[src/rtl/fft4_serializer.sv]
`default_nettype none
// fft4_serializer: two-frame ping-pong buffer that streams each fft4 frame as 4 complex beats.
// Macro FFT4_SER_SCALE_EN: scale components by 1/4 (round half up, saturate) at capture.
module fft4_serializer #(
   parameter int DATA_WIDTH = 8,
`ifdef FFT4_SER_SCALE_EN
   localparam int OUT_W = DATA_WIDTH,
`else
   localparam int OUT_W = DATA_WIDTH + 2,
`endif
   localparam int IN_W = DATA_WIDTH + 2
) (
   input  logic                    clk,
   input  logic                    rst_n,
   input  logic                    in_valid,
   input  logic signed [IN_W-1:0]  in0_real,
   input  logic signed [IN_W-1:0]  in0_imag,
   input  logic signed [IN_W-1:0]  in1_real,
   input  logic signed [IN_W-1:0]  in1_imag,
   input  logic signed [IN_W-1:0]  in2_real,
   input  logic signed [IN_W-1:0]  in2_imag,
   input  logic signed [IN_W-1:0]  in3_real,
   input  logic signed [IN_W-1:0]  in3_imag,
   output logic signed [OUT_W-1:0] out_real,
   output logic signed [OUT_W-1:0] out_imag,
   output logic [1:0]              out_idx,
   output logic                    out_valid,
   input  logic                    out_ready,
   output logic                    out_last,
   output logic                    overflow,
   output logic                    busy
);

   function automatic logic signed [OUT_W-1:0] scale(input logic signed [IN_W-1:0] x);
`ifdef FFT4_SER_SCALE_EN
      logic signed [IN_W:0] s;
      logic signed [IN_W:0] sat_hi;
      logic signed [IN_W:0] sat_lo;
      sat_hi = (IN_W+1)'((2 ** (DATA_WIDTH-1)) - 1);
      sat_lo = (IN_W+1)'(-(2 ** (DATA_WIDTH-1)));
      // One guard bit so the +2 rounding offset cannot wrap.
      s = $signed({x[IN_W-1], x}) + (IN_W+1)'(2);
      s = s >>> 2;
      if (s > sat_hi)
         s = sat_hi;
      else if (s < sat_lo)
         s = sat_lo;
      return s[OUT_W-1:0];
`else
      return x;
`endif
   endfunction

   logic signed [IN_W-1:0]  in_re [4];
   logic signed [IN_W-1:0]  in_im [4];
   logic signed [OUT_W-1:0] frame_re [2][4];
   logic signed [OUT_W-1:0] frame_im [2][4];

   logic [1:0] count;
   logic       wr_ptr;
   logic       rd_ptr;
   logic [1:0] beat;
   logic       pop;
   logic       advance;
   logic       accept;

   assign in_re[0] = in0_real;
   assign in_re[1] = in1_real;
   assign in_re[2] = in2_real;
   assign in_re[3] = in3_real;
   assign in_im[0] = in0_imag;
   assign in_im[1] = in1_imag;
   assign in_im[2] = in2_imag;
   assign in_im[3] = in3_imag;

   assign out_valid = (count != 2'd0);
   assign busy      = out_valid;
   assign advance   = out_valid & out_ready;
   assign pop       = advance & (beat == 2'd3);
   // A full buffer still takes a frame when the last beat leaves on the same edge.
   assign accept    = in_valid & ((count != 2'd2) | pop);

   always_ff @(posedge clk or negedge rst_n) begin
      if (!rst_n) begin
         count    <= 2'd0;
         wr_ptr   <= 1'b0;
         rd_ptr   <= 1'b0;
         beat     <= 2'd0;
         overflow <= 1'b0;
      end else begin
         if (accept)
            wr_ptr <= ~wr_ptr;
         if (in_valid && !accept)
            overflow <= 1'b1;
         if (advance)
            beat <= beat + 2'd1;
         if (pop)
            rd_ptr <= ~rd_ptr;
         if (accept && !pop)
            count <= count + 2'd1;
         else if (pop && !accept)
            count <= count - 2'd1;
      end
   end

   // Frame storage needs no reset: every slot is written before it becomes readable.
   always_ff @(posedge clk) begin
      if (accept) begin
         for (int b = 0; b < 4; b++) begin
            frame_re[wr_ptr][b] <= scale(in_re[b]);
            frame_im[wr_ptr][b] <= scale(in_im[b]);
         end
      end
   end

   always_comb begin
      out_real = '0;
      out_imag = '0;
      out_idx  = 2'd0;
      out_last = 1'b0;
      if (out_valid) begin
         out_real = frame_re[rd_ptr][beat];
         out_imag = frame_im[rd_ptr][beat];
         out_idx  = beat;
         out_last = (beat == 2'd3);
      end
   end

endmodule
`default_nettype wire
[config.mk]
export PLATFORM = sky130hd
export DESIGN_NAME = fft4_serializer
export DESIGN_NICKNAME = d
export VERILOG_FILES = /design/src/rtl/fft4_serializer.sv
export SDC_FILE = /design/constraint.sdc
export NUM_CORES = 1
export LEC_CHECK = 0
export BUFFER_PORTS_ARGS = -buffer_cell sky130_fd_sc_hd__buf_2
export CORE_ASPECT_RATIO = 1.25
export CORE_UTILIZATION = 45
export CTS_BUF_LIST = sky130_fd_sc_hd__clkbuf_8
export DETAILED_ROUTE_END_ITERATION = 7
export GPL_TIMING_DRIVEN = 0
export PLACE_DENSITY_LB_ADDON = 0.3
export SLEW_MARGIN = 20
export SYNTH_ARGS = -nofsm -noshare
export SYNTH_HDL_FRONTEND = slang
export SYNTH_SLANG_ARGS = --single-unit
[constraint.sdc]
create_clock -name clk -period 8.8 [get_ports clk]
set_input_delay 1.32 -clock clk [delete_from_list [all_inputs] [get_ports clk]]
set_output_delay 1.32 -clock clk [all_outputs]
set_load 0.03 [all_outputs]
==> run metrics <==
Vias per Instance 5.43; class of the worst hold path flip-flop to flip-flop; Unique masters post-synth 26; minimum period implied by the final worst setup slack 3.53 ns; post-synthesis to final-layout area growth 18.9%; RSZ-0062 raised after global routing false; first-pass GRT wire length 21300 µm; area fraction in compound gates after synthesis 0.0357; Global Route Usage Sum 0.193; CTS Buf Count 17; iteration count of the initial detailed-routing pass 7; Routability Congestion 0.744; Final Max Tran Viols 0; max-capacitance violation count 0; required time of the critical path 7.48 ns; grt ovf 0; mean area per synthesized cell 17.7 µm²; violations in the final reports design-rule violations; proportion of synthesized chip area in sequential cells 0.743; largest incremental delay on the critical path 0.56 ns; crit path max fanout 10; placed wire-length estimate after detailed placement 9240 µm; YS warnings 0; TritonCTS clock tree done; setup_tns 0 ns; number of global-route vias before repair 4028; result of the run complete, but fails checks; fin crit share 0.402; number of cell rows 49; Peak supply drop 228 µV; crit-path cells buf_4 > clkbuf_1 > nor3_1 > or3_1 > buf_2; Hold Fails Final Rpt 0; final routed wire length divided by cell count 20.2 µm; overall die area 0.0154 mm²; minimum setup slack in the final design 5.27 ns; cells after synthesis 379; starting density of the core 0.463; Final Routed Wirelength 14200 µm; overall power after layout 2.94 mW; post-synth net total 465; number of setup violations in the final report 0; type of destination of the critical path output port; clk sinks 167; clock root cell clkbuf_8; Pwr per Cell Area 368 mW/mm²; net total in the final layout 597; fraction of final layout cells sized beyond drive strength 1 0.336; Clock H-tree levels 4; simple-gate share of the synthesized area 0.0555; antenna violations before repair 0; vertical die dimension 138 µm; largest family of logic cells by synthesized area multiplexers; drt drc 18; max-slew headroom at the worst pin 0.515; largest net degree at the start of global routing 42; Layout Skew 0.0101 ns; portion of netlist area occupied by mux cells 0.121; hold_buf cts 0; number of register bits inferred by synthesis 167; Worst Path Class, Setup flip-flop to output port; critical path arrival 2.21 ns; count of buffers inserted at the top-level ports 109; Crit-path slowest cell clkbuf_1; Worst path top cell family by delay buffers and inverters; Post-CTS Repair Setup Buffers 0; worst-case clock buffer depth 2; clock insertion delay at the later pin of the skew report 0.45 ns; post-synthesis share of cell area spent on full adders, half adders and majority gates 0.00373; area of the mapped netlist 0.00670 mm²; parity-gate share of the synthesized area counting xor and xnor cells 0.00784; IO Pins 110; slew at the pin closest to its max-slew limit 0.726 ns; FMAX 0.283 GHz; core box area 0.0145 mm²; antenna viol nets, final 0; number of DRC markers after the initial detailed-route iteration 254; clock-pin slew on the worst setup and hold paths 0.09 ns; worst setup timing slack at the placement stage 5.55 ns; sort of element at the start of the critical path flip-flop; Die Wd 111 µm; Crit path buffers/inverters 3; number of diodes 0; post-CTS resize count 0; via count 3814; leakage power 3.07 nW
## power breakdown
part | internal, mW | switching [mW] | leakage [nW]
sequential | 1.09 | 0.0558 | 1.57
clock | 0.252 | 0.270 | 0.190
combinational | 0.456 | 0.814 | 1.31
## cells by family after synthesis
family	Yosys count
adder cells (fa/ha/maj)	2
buffers and inverters	28
XOR/XNOR	6
flip-flops	167
AND/OR/NAND/NOR	69
AO/OA/AOI/OAI	26
multiplexers	81
## layout by cell type, fill, tap and decap left out
cell type	netlist	layout
buf_2	5	114
buf_12	0	1
clkbuf_1	2	2
or3_1	20	20
and2_1	2	1
nand2_1	3	3
nor2b_1	2	1
clkinv_4	0	4
bufinv_16	0	2
or2_2	1	1
buf_6	10	10
nor3_1	40	40
buf_4	9	9
o21ai_2	1	1
dfrtp_1	7	7
mux2_2	1	1
mux2i_1	80	80
edfxtp_1	160	160
nor2_1	1	1
inv_6	0	2
clkbuf_8	0	17
o21a_1	1	1
clkinv_2	0	3
and2_4	0	1
o211ai_2	1	1
a31o_2	1	1
inv_1	2	2
buf_16	0	3
clkinvlp_4	0	3
clkinv_1	0	1
xnor2_1	3	3
xor2_1	3	3
o32ai_1	20	20
o21bai_4	1	1
a21boi_1	1	1
ha_1	2	2
nor2b_4	0	1
## state kept, by name, summed over array words and instances, names as in the netlist
register,count
beat,2
count,2
frame_re,80
rd_ptr,1
overflow,1
frame_im,80
wr_ptr,1
## metrics by stage
step / hold WS, ns / utilization / instance area, µm² / cells
after floorplan: 0.455 / - / 6700 / 379
after CTS: 0.490 / 0.551 / 7970 / 702
after global routing: 0.517 / 0.551 / 7970 / 702
final: 0.482 / 0.551 / 7970 / 702
after global placement: 0.447 / 0.516 / 7470 / 666
after detailed placement: 0.470 / 0.524 / 7580 / 670
## layer usage
layer  global-route usage  part of all wire
met5                    0                 0
met4               0.0839             0.021
met3               0.0544             0.071
met2                0.340              0.52
met1                0.219              0.39
## worst paths after layout
| kind | start | endpoint | slack [ns] | depth (start not counted) |
|---|---|---|---|---|
| worst max-delay path | rd_ptr | out_real[5] | 5.27 | 5 |
| min in group asynchronous | rst_n | beat[1] | 0.68 | 1 |
| worst max register to register | beat[1] | frame_re[0][3] | 6.35 | 6 |
| worst min register to register | overflow | overflow | 0.48 | 1 |
| max in group asynchronous | rst_n | rd_ptr | 7.96 | 1 |
| worst min-delay path | overflow | overflow | 0.48 | 1 |
## cells in the mapped netlist (all sizes together)
cell type | instances | area [µm²]
mux2 | 1 | 11.3
or3 | 20 | 125
and2 | 2 | 12.5
nor2 | 1 | 3.75
nor3 | 40 | 200
buf | 24 | 205
o21ai | 1 | 8.76
dfrtp | 7 | 175
o211ai | 1 | 12.5
xor2 | 3 | 26.3
nor2b | 2 | 12.5
o21a | 1 | 7.51
edfxtp | 160 | 4800
nand2 | 3 | 11.3
o21bai | 1 | 18.8
inv | 2 | 7.51
a31o | 1 | 8.76
o32ai | 20 | 175
ha | 2 | 25.0
xnor2 | 3 | 26.3
a21boi | 1 | 7.51
clkbuf | 2 | 7.51
mux2i | 80 | 801
or2 | 1 | 6.26
## final cells by class
type / instances / area (µm²)
inverter: 2 / 7.51
timing repair buffer: 113 / 648
tap: 178 / 223
clock buffer: 17 / 234
clock inverter: 15 / 154
sequential: 167 / 4980
multi-input combinational: 184 / 1510
buffer: 26 / 213
fill: 1189 / 6500
Power figures use the tool's default switching activity.
